==> src/rtl/rename_freelist_pkg.sv <==
// Shared constants for the physical-register free list.
// Tags AREG_NUM..PREG_NUM-1 start out free; the rest are mapped at reset.
package rename_freelist_pkg;

    localparam int unsigned PREG_NUM       = 64;
    localparam int unsigned AREG_NUM       = 32;
    localparam int unsigned PREG_W         = 6;
    localparam int unsigned DEPTH          = PREG_NUM - AREG_NUM;
    localparam int unsigned DISPATCH_WIDTH = 2;
    localparam int unsigned COMMIT_WIDTH   = 2;

endpackage

==> src/rtl/rename_freelist.sv <==
// Physical-register free list: circular buffer of free tags with a speculative head,
// a committed head for mispredict rollback, and a tail fed by released stale tags.
module rename_freelist
    import rename_freelist_pkg::*;
(
    input  logic                      i_clk,
    input  logic                      i_rst_n,
    input  logic [DISPATCH_WIDTH-1:0] i_alloc_req,
    input  logic                      i_alloc_fire,
    output logic [PREG_W-1:0]         o_alloc_preg0,
    output logic [PREG_W-1:0]         o_alloc_preg1,
    output logic                      o_allocable,
    input  logic [COMMIT_WIDTH-1:0]   i_com_pop,
    input  logic [COMMIT_WIDTH-1:0]   i_rel_vld,
    input  logic [PREG_W-1:0]         i_rel_preg0,
    input  logic [PREG_W-1:0]         i_rel_preg1,
    input  logic                      i_exfin_prmiss,
    output logic [PREG_W-1:0]         o_free_cnt
);

    localparam int unsigned IDX_W = $clog2(DEPTH);
    localparam int unsigned PTR_W = IDX_W + 1;

    function automatic logic [1:0] popcnt2(input logic [1:0] v);
        return {1'b0, v[0]} + {1'b0, v[1]};
    endfunction

    logic [PTR_W-1:0]  spec_head_q, spec_head_d;
    logic [PTR_W-1:0]  com_head_q, com_head_d;
    logic [PTR_W-1:0]  tail_q, tail_d;
    logic [PREG_W-1:0] entry_q [DEPTH];

    logic [1:0]        req_n, pop_n, rel_n;
    logic [PTR_W-1:0]  free_spec;
    logic [IDX_W-1:0]  head_idx, head_idx1;
    logic [IDX_W-1:0]  tail_idx, tail_idx1;

    logic              wr0_en, wr1_en;
    logic [IDX_W-1:0]  wr0_idx, wr1_idx;

    assign req_n = popcnt2(i_alloc_req);
    assign pop_n = popcnt2(i_com_pop);
    assign rel_n = popcnt2(i_rel_vld);

    // Registered pointers only: no release bypass, so stall never loops back here.
    assign free_spec   = tail_q - spec_head_q;
    assign o_allocable = free_spec >= PTR_W'(req_n);

    assign head_idx  = spec_head_q[IDX_W-1:0];
    assign head_idx1 = head_idx + IDX_W'(1);

    assign o_alloc_preg0 = entry_q[head_idx];
    assign o_alloc_preg1 = i_alloc_req[0] ? entry_q[head_idx1] : entry_q[head_idx];

    generate
        if (PTR_W > PREG_W) begin : g_cnt_sat
            assign o_free_cnt = (free_spec > PTR_W'({PREG_W{1'b1}})) ? '1
                                                                      : free_spec[PREG_W-1:0];
        end else begin : g_cnt_ext
            assign o_free_cnt = PREG_W'(free_spec);
        end
    endgenerate

    always_comb begin
        com_head_d  = com_head_q + PTR_W'(pop_n);
        tail_d      = tail_q + PTR_W'(rel_n);
        spec_head_d = spec_head_q;
        // Rollback targets the committed head after this cycle's commits.
        if (i_exfin_prmiss) begin
            spec_head_d = com_head_d;
        end else if (i_alloc_fire) begin
            spec_head_d = spec_head_q + PTR_W'(req_n);
        end
    end

    // Released tags pack from the tail in slot order.
    assign tail_idx  = tail_q[IDX_W-1:0];
    assign tail_idx1 = tail_idx + IDX_W'(1);

    always_comb begin
        wr0_en  = i_rel_vld[0];
        wr0_idx = tail_idx;
        wr1_en  = i_rel_vld[1];
        wr1_idx = i_rel_vld[0] ? tail_idx1 : tail_idx;
    end

    always_ff @(posedge i_clk or negedge i_rst_n) begin
        if (!i_rst_n) begin
            spec_head_q <= '0;
            com_head_q  <= '0;
            tail_q      <= PTR_W'(DEPTH);
        end else begin
            spec_head_q <= spec_head_d;
            com_head_q  <= com_head_d;
            tail_q      <= tail_d;
        end
    end

    always_ff @(posedge i_clk or negedge i_rst_n) begin
        if (!i_rst_n) begin
            for (int i = 0; i < int'(DEPTH); i++) begin
                entry_q[i] <= PREG_W'(int'(AREG_NUM) + i);
            end
        end else begin
            if (wr0_en) begin
                entry_q[wr0_idx] <= i_rel_preg0;
            end
            if (wr1_en) begin
                entry_q[wr1_idx] <= i_rel_preg1;
            end
        end
    end

`ifndef SYNTHESIS
    logic [PTR_W-1:0] com_occ, spec_ahead;
    logic [31:0]      rel0_ext, rel1_ext;

    assign com_occ    = tail_q - com_head_q;
    assign spec_ahead = spec_head_q - com_head_q;
    assign rel0_ext   = 32'(i_rel_preg0);
    assign rel1_ext   = 32'(i_rel_preg1);

    a_alloc_legal: assert property (@(posedge i_clk) disable iff (!i_rst_n)
        i_alloc_fire |-> o_allocable);

    a_no_overflow: assert property (@(posedge i_clk) disable iff (!i_rst_n)
        com_occ <= PTR_W'(DEPTH));

    a_com_behind_spec: assert property (@(posedge i_clk) disable iff (!i_rst_n)
        spec_ahead <= com_occ);

    a_rel0_range: assert property (@(posedge i_clk) disable iff (!i_rst_n)
        i_rel_vld[0] |-> rel0_ext < 32'(PREG_NUM));

    a_rel1_range: assert property (@(posedge i_clk) disable iff (!i_rst_n)
        i_rel_vld[1] |-> rel1_ext < 32'(PREG_NUM));
`endif

endmodule

==> config.mk <==
export PLATFORM = sky130hd
export DESIGN_NAME = rename_freelist
export DESIGN_NICKNAME = d
export VERILOG_FILES = /design/src/rtl/rename_freelist_pkg.sv /design/src/rtl/rename_freelist.sv
export SDC_FILE = /design/constraint.sdc
export NUM_CORES = 1
export LEC_CHECK = 0
export ABC_AREA = 1
export ABC_CLOCK_PERIOD_IN_PS = 6950
export BUFFER_PORTS_ARGS = -buffer_cell sky130_fd_sc_hd__clkbuf_2
export CAP_MARGIN = 10
export CORE_MARGIN = 1.5
export CORE_UTILIZATION = 65
export DETAILED_ROUTE_END_ITERATION = 16
export HOLD_SLACK_MARGIN = 0.1
export PLACE_DENSITY = 0.87
export SYNTH_ARGS = -nofsm -noshare
export SYNTH_HDL_FRONTEND = slang
export SYNTH_SLANG_ARGS = --single-unit
==> constraint.sdc <==
create_clock -name i_clk -period 6.95 [get_ports i_clk]
set_input_delay 1.0425 -clock i_clk [delete_from_list [all_inputs] [get_ports i_clk]]
set_output_delay 1.0425 -clock i_clk [all_outputs]
set_load 0.005 [all_outputs]
Yosys cells after proc, flatten, opt, wreduce, memory -nomap -nowiden. Cells that the tools add are included.

Register bits after elaboration: 210. Output and inout bits: 19. Bits of input ports: 22. Logic and storage cells: 76.

Mux-type cells: 18. Add/subtract/negate cells: 9. Reductions and logical operators: 3. Bitwise operators: 4. $lt $le $gt $ge: 7.

Operators by type and width (count): bitwise mux 192 bit (2); 2-to-1 mux 192 bit (2); binary-select mux 6 bit (select 5 bit) (2); demux 6 bit (select 5 bit) (2); 2-to-1 mux 6 bit (9); >= comparator 6 bit, second input constant (4); inverter 5 -> 6 bit (4); adder 6 x 2 -> 6 bit (3); < comparator 6 x 1 -> 1 bit, second input constant (2); adder 5 x 1 -> 5 bit, second input constant (2); adder 1 x 1 -> 2 bit (3); >= comparator 6 x 2 -> 1 bit (1); subtractor 6 bit (1); 2-to-1 mux 5 bit (1); logical AND 1 bit (2); nonzero test 2 bit (1).

Longest topological paths before layout. Gate-level depths: netlist of run 1.

Word-level depth: 9. Mapped depth: 12. Depth with buffers taken out: 12.

Least setup slack after synthesis of run 1. Ideal clock, no wire load.

Path type: register -> output. From: register spec_head_q[1]. To: output o_allocable. Buffers on the path: 2. Slack: 3.690 ns. Arrival: 2.218 ns. Stages on the path, launching flop included: 9. Cells stage by stage: dfrtp_1 > clkbuf_1 > inv_1 > clkbuf_1 > fa_1 > ha_1 > a211o_1 > nor3_1 > nand2_1.

Cells in the longest elaborated chain, start to end: 2.

RTL lines: start: declaration (RTL line rename_freelist.sv:28) `logic [PTR_W-1:0] spec_head_q, spec_head_d;`; start signal: assignment (RTL line rename_freelist.sv:93) `spec_head_q <= spec_head_d;`; subtractor 6 bit (RTL line rename_freelist.sv:46) `assign free_spec = tail_q - spec_head_q;`; via o_free_cnt[1] (RTL line rename_freelist.sv:18) `output logic [PREG_W-1:0] o_free_cnt`; >= comparator 6 x 2 -> 1 bit (RTL line rename_freelist.sv:47) `assign o_allocable = free_spec >= PTR_W'(req_n);`; end: declaration (RTL line rename_freelist.sv:12) `output logic o_allocable,`.

The timed path passes the listed nets, and every way through them passes these cells.

Worst setup path in the final report of run 1.
From: register spec_head_q[0]. To: output o_alloc_preg1[0].

Cells in the longest elaborated chain, start to end: 6. Elaborated cells between the ends (all ways): 10.

RTL lines: adder 5 x 1 -> 5 bit (RTL line rename_freelist.sv:50) `assign head_idx1 = head_idx + IDX_W'(1);`; inverter 5 -> 6 bit (not written as such) (RTL line rename_freelist.sv:53) `assign o_alloc_preg1 = i_alloc_req[0] ? entry_q[head_idx1] : entry_q[head_idx];`; binary-select mux 6 bit (select 5 bit) (RTL line rename_freelist.sv:53); 2-to-1 mux 6 bit (not written as such) (2 in a row) (RTL line rename_freelist.sv:53); 2-to-1 mux 6 bit (*) (RTL line rename_freelist.sv:53); end: declaration (RTL line rename_freelist.sv:11) `output logic [PREG_W-1:0] o_alloc_preg1,`.

Mark *: on every way between the ends. The rest lies on a longest branch, timed or not. The select of a mux whose other input is x is not followed.

==> impl_metrics.yaml, run 1 <==
global_route:
  first_global_vias: 15426
  grt_pass1_wl_um: 85800
  global_route.usage.total_pct: 45.3
  grt.overflow.total: 0
  grt_antenna_before_repair: 1
  grt_start_max_net_pins: 102
worst_setup_path:
  worst_ep_required_time_ns: 5.91
  timing.critical_path.from_type: "flop"
  path_class: "reg2out"
  timing.critical_path.to_type: "output port"
  crit_fanout: 90
  cp.arrival_ns: 3.72
logic_synthesis:
  synth_area_mm2: 0.0155
  synth.lib_cells_used.distinct: 33
  syn-mean-instance-area_um2: 6.29
  postSynthNetCount: 2507
  synth_seq_area_share_pct: 34.9
  ys_seq_elements: 210
  synth_warn: 0
  synthesis.instances: 2463
placed_design:
  buffer_ports.inserted: 40
  placed_cells: 2671
  dp_hpwl_um: 35700
  routabilityCongestion: 1.10
power_and_ir_drop:
  internal-power_mw: 4.54
  report.power.total_mw: 9.25
  power.clock.fraction_pct: 16.0
  p_sw_share_pct: 50.9
  cellPowerDensity_mw_per_mm2: 561
  power_frac_seq_pct: 28.1
  net-switching-power_mw: 4.71
  combinational_group_share_of_total_power_pct: 55.9
  power.ir.vdd_worst_v: 0.000302
  leakage_nw: 8.11
clocking:
  cts_htree_levels: 1
  clk_root_buffer_cell: "clkbuf_16"
  post_cts.resized_instances: 0
  clkSinkCount: 210
  tritoncts: "yes"
  clock_latency_ns: 0.54
  cts.hold.buffers_added: 0
  clock_tree.buffer_depth: 3
  cts_setup_buffers: 0
  cts_inserted_buffers: 24
  cts.clk_slew.worst_paths_ns: 0.07
sta:
  grt_setup_unrepaired: "false"
  slew-limit-headroom_pct: 16.9
  fmax_ghz: 0.210
  min_period_over_period_pct: 68.6
  fin_skew_ns: 0.0107
  setup_viol: 0
  post-route-min-period_ns: 4.76
  fin_setup_tns_ns: 0
  final-max-slew-violation-count: 0
  number_of_endpoints_with_negative_hold_slack_in_the_final_report: 0
  tightest_slew_ns: 1.25
floorplan:
  initial_core_util_pct: 66.2
  io_pins: 41
  die_w_um: 157
  placementRows: 56
  die_h_um: 157
  fp.dieArea_mm2: 0.0248
  fp.coreArea_mm2: 0.0234
cells_and_area:
  finished_layout_cells: 2715
  layout_common_cells: "nand2_1, nand3_1, o21ai_0"
  ratio_of_cells_with_drive_above_1_in_the_final_layout_pct: 10.3
  nNetsFinal: 2422
  layout.cells.most_common: "nand2_1"
  n_antenna_cell: 0
  area_delta_synth_final_pct: 6.45
  postLayoutCoreUtil_pct: 70.4
detailed_routing:
  drc_errors: 0
  drt-total-wl_um: 56000
  firstDrtPassIters: 10
  detail-route-antenna-nets: 0
  routedWlPerCell_um: 20.6
  routed_via_density: 6.27
  detailedRoute.firstIterationViolations: 2714
  vias_post_dr: 17026
run_status:
  run_status: "completed"
job:
  drv_cap: 0
hold_path:
  timing.hold.worst.class: "reg2reg"
## Yosys cell counts, drive strengths merged
cell	count	area share, %
nand4	2	0.081
ha	18	1.5
o21ai	257	8.3
buf	29	1.3
clkinv	1	0.024
fa	4	0.52
nor3	13	0.70
inv	184	4.5
xor2	17	1.1
a22oi	1	0.049
o211ai	38	1.8
xnor2	5	0.28
dfrtp	97	16
a31o	1	0.057
a21o	1	0.049
nand2	1031	25
clkbuf	150	3.6
nor2	36	1.1
a211o	1	0.057
nand3	431	14
a21oi	33	1.1
dfstp	113	19
## layout make-up
type / count / area, um^2
Clock buffer: 34 / 709
Clock inverter: 10 / 204
Fill cell: 2054 / 6920
Inverter: 185 / 694
Multi-Input combinational cell: 1889 / 8650
Sequential cell: 210 / 5400
Tap cell: 319 / 399
Timing Repair Buffer: 68 / 419
## worst paths after layout
path / from / endpoint / slack (ns) / cells past startpoint
worst min register to register: com_head_q[5]$_DFF_PN0_ / com_head_q[5]$_DFF_PN0_ / 0.47 / 1
min in group asynchronous: i_rst_n / entry_q[128]$_DFF_PN0_ / 0.56 / 1
worst max-delay path: spec_head_q[0]$_DFFE_PN0P_ / o_alloc_preg1[0] / 2.19 / 11
max in group asynchronous: i_rst_n / entry_q[112]$_DFF_PN0_ / 4.95 / 2
worst min-delay path: com_head_q[5]$_DFF_PN0_ / com_head_q[5]$_DFF_PN0_ / 0.47 / 1
worst max register to register: tail_q[2]$_DFF_PN0_ / entry_q[163]$_DFF_PN0_ / 3.27 / 9
## critical path, cell delays in order, from the launching register on
cell      delay, ns
dfrtp_4        0.77
inv_2          0.71
buf_4          0.66
nand2_1        0.12
nand3_1        0.11
nand3_1        0.10
nand2_1        0.18
a21oi_1        0.06
nand2_1        0.10
nand3_1        0.07
nand2_1        0.11
clkbuf_2       0.13
## state kept, by name (all words and copies together), names as in the netlist
name / count
entry_q: 192
com_head_q: 6
tail_q: 6
spec_head_q: 6
## power groups by stage
stage	Clock [mW]	Combinational, mW	Sequential, mW
after floorplan	0	3.71	2.28
after global placement	0	4.84	2.55
after detailed placement	0	4.94	2.57
after CTS	1.47	4.99	2.56
after global routing	1.52	5.68	2.64
final	1.48	5.17	2.60
## stage by stage
stage               worst slack [ns]  instance area [um^2]  hold WS (ns)
finish                          2.19                 16500         0.470
global placement                2.90                 15600         0.450
CTS                             2.31                 16500         0.467
global route                    2.02                 16500         0.487
floorplan                       3.69                 15500         0.436
detailed placement              2.88                 15600         0.452
## cell families (layout without fill, tap and decap cells)
logic type | after synthesis | count (layout) | synth area share [%]
adder cells (fa/ha/maj) | 22 | 22 | 1.97
buffers and inverters | 364 | 297 | 9.43
AND/OR/NAND/NOR | 1513 | 1513 | 41.0
AO/OA/AOI/OAI | 332 | 332 | 11.4
flip-flops | 210 | 210 | 34.9
XOR/XNOR | 22 | 22 | 1.37
## routing by layer
metal | vias to the layer above | wire (um) | global-route usage, %
met5 | - | 0 | 0
met4 | 0 | 3470 | 24.3
met3 | 296 | 8300 | 11.4
met2 | 1346 | 23800 | 68.7
met1 | 7627 | 20400 | 59.4
li1 | 7757 | - | -
Power figures use the tool's default switching activity.
==> run 2, diff against run 1 <==
--- a/config.mk
+++ b/config.mk
@@ -6,14 +6,14 @@
 export NUM_CORES = 1
 export LEC_CHECK = 0
 export ABC_AREA = 1
-export ABC_CLOCK_PERIOD_IN_PS = 6950
+export ABC_CLOCK_PERIOD_IN_PS = 4500
 export BUFFER_PORTS_ARGS = -buffer_cell sky130_fd_sc_hd__clkbuf_2
 export CAP_MARGIN = 10
 export CORE_MARGIN = 1.5
-export CORE_UTILIZATION = 65
+export CORE_UTILIZATION = 64
 export DETAILED_ROUTE_END_ITERATION = 16
 export HOLD_SLACK_MARGIN = 0.1
-export PLACE_DENSITY = 0.87
+export PLACE_DENSITY = 0.85
 export SYNTH_ARGS = -nofsm -noshare
 export SYNTH_HDL_FRONTEND = slang
 export SYNTH_SLANG_ARGS = --single-unit
==> constraint.sdc (replaced) <==
create_clock -name i_clk -period 4.5 [get_ports i_clk]
set_input_delay 0.675 -clock i_clk [delete_from_list [all_inputs] [get_ports i_clk]]
set_output_delay 0.675 -clock i_clk [all_outputs]
set_load 0.005 [all_outputs]
==> impl_metrics.yaml, run 2 (synthesis results as in run 1) <==
detailed_routing:
  firstDrtPassIters: 10
  detailedRoute.firstIterationViolations: 2163
  drt-total-wl_um: 54100
  detail-route-antenna-nets: 0
  drc_errors: 0
  routed_via_density: 6.13
  routedWlPerCell_um: 19.9
  vias_post_dr: 16688
hold_path:
  timing.hold.worst.class: "in2async"
sta:
  min_period_over_period_pct: 85.2
  hold_ws_ns: 0.128
  post-route-min-period_ns: 3.83
  setup_viol: 0
  grt_setup_unrepaired: "false"
  slew-limit-headroom_pct: 13.8
  fin_setup_tns_ns: 0
  fin_skew_ns: 0.0142
  number_of_endpoints_with_negative_hold_slack_in_the_final_report: 0
  setup_ws_ns: 0.667
  fmax_ghz: 0.261
  tightest_slew_ns: 1.29
  final-max-slew-violation-count: 0
power_and_ir_drop:
  cellPowerDensity_mw_per_mm2: 854
  p_sw_share_pct: 51.1
  power.ir.vdd_worst_v: 0.000508
  power.clock.fraction_pct: 15.2
  internal-power_mw: 6.91
  combinational_group_share_of_total_power_pct: 57.3
  net-switching-power_mw: 7.21
  leakage_nw: 8.12
  report.power.total_mw: 14.1
  power_frac_seq_pct: 27.4
cells_and_area:
  area_delta_synth_final_pct: 6.70
  postLayoutCellArea_mm2: 0.0165
  layout.cells.most_common: "nand2_1"
  nNetsFinal: 2430
  finished_layout_cells: 2724
  largest_register_ff_count: 192
  layout_common_cells: "nand2_1, nand3_1, o21ai_0"
  most_flop_heavy_register: "entry_q"
  ratio_of_cells_with_drive_above_1_in_the_final_layout_pct: 10.6
  postLayoutCoreUtil_pct: 70.0
clocking:
  tritoncts: "yes"
  clock_tree.buffer_depth: 3
  post_cts.resized_instances: 0
  clock_latency_ns: 0.54
  clk_root_buffer_cell: "clkbuf_16"
  cts_setup_buffers: 0
  cts.clk_slew.worst_paths_ns: 0.06
  cts_inserted_buffers: 25
  cts.hold.buffers_added: 0
  clkSinkCount: 210
  cts_htree_levels: 1
worst_setup_path:
  timing.critical_path.to_type: "output port"
  worst_path_max_delay_cell: "dfrtp_1"
  crit_fanout: 15
  worst_ep_required_time_ns: 3.83
  cp.arrival_ns: 3.16
  cp_cell_sequence: "nand2_1 > inv_1 > nand2_1 > xor2_1 > inv_1 > nand3_1 > nand3_1 > nand2_1 > clkbuf_2"
  timing.critical_path.mode_cell: "nand2_1"
  crit_path_largest_cell_delay_ns: 0.76
  timing.critical_path.from_type: "flop"
  path_class: "reg2out"
global_route:
  grt.overflow.total: 0
  grt_start_max_net_pins: 220
  global_route.usage.total_pct: 43.3
  first_global_vias: 14800
  grt_pass1_wl_um: 82600
  grt_antenna_before_repair: 0
placed_design:
  dpl_cell_area_mm2: 0.0157
  buffer_ports.inserted: 40
  placed_cells: 2678
  detailedPlace.worstSlack_ns: 1.27
  routabilityCongestion: 1.03
  dp_hpwl_um: 34300
run_status:
  run_status: "completed"
floorplan:
  die_h_um: 159
  initial_core_util_pct: 65.6
  fp.coreArea_mm2: 0.0236
  placementRows: 56
  fp.dieArea_mm2: 0.0251
  die_w_um: 159
  io_pins: 41
job:
  drv_cap: 0
[run 2: cell count changes in the layout (fill, tap and decap cells not counted)]
cell and delta:
bufinv_16 -3, clkinv_2 +1, buf_4 +4, clkinv_8 +1, buf_12 +3, diode_2 +1, clkinvlp_4 +2
[run 2: power groups by stage]
stage                     registers [mW]  logic [mW]  clock network, mW
after floorplan                     3.53        5.74                  0
after global placement              3.82        7.61                  0
after detailed placement            3.85        7.78                  0
after CTS                           3.84        7.84               2.14
after global routing                3.96        8.89               2.23
final                               3.87        8.09               2.15
[run 2: final cells by class]
| type | instances | area (um^2) |
|---|---|---|
| antenna | 1 | 2.50 |
| clock buffer | 34 | 709 |
| clock inverter | 11 | 150 |
| fill | 2090 | 7090 |
| inverter | 185 | 694 |
| multi-input combinational | 1889 | 8650 |
| sequential | 210 | 5400 |
| tap | 319 | 399 |
| timing repair buffer | 75 | 509 |
[run 2: metal layers]
layer | part of all wire (%) | global-route usage, %
met5 | 0 | 0
met4 | 6.4 | 24.5
met3 | 13 | 9.93
met2 | 43 | 65.7
met1 | 38 | 56.8
[run 2: final timing paths]
| path | from | end | slack (ns) | cells after the start |
|---|---|---|---|---|
| setup / recovery | spec_head_q[2]$_DFFE_PN0P_ | o_alloc_preg1[2] | 0.67 | 9 |
| hold / removal | i_rst_n | entry_q[134]$_DFF_PN0_ | 0.13 | 1 |
| setup reg to reg | tail_q[3]$_DFF_PN0_ | entry_q[190]$_DFF_PN0_ | 1.27 | 9 |
| hold reg to reg | com_head_q[5]$_DFF_PN0_ | com_head_q[5]$_DFF_PN0_ | 0.47 | 1 |
| max in group asynchronous | i_rst_n | entry_q[69]$_DFF_PN0_ | 3.32 | 2 |
| min in group i_clk | com_head_q[5]$_DFF_PN0_ | com_head_q[5]$_DFF_PN0_ | 0.47 | 1 |
[run 2: worst max-delay path: cells and delay by family, from the launching register on]
| family | cells | cell delay (ns) |
|---|---|---|
| XOR/XNOR | 1 | 0.45 |
| buffers and inverters | 3 | 0.77 |
| flip-flops | 1 | 0.76 |
| AND/OR/NAND/NOR | 5 | 0.63 |
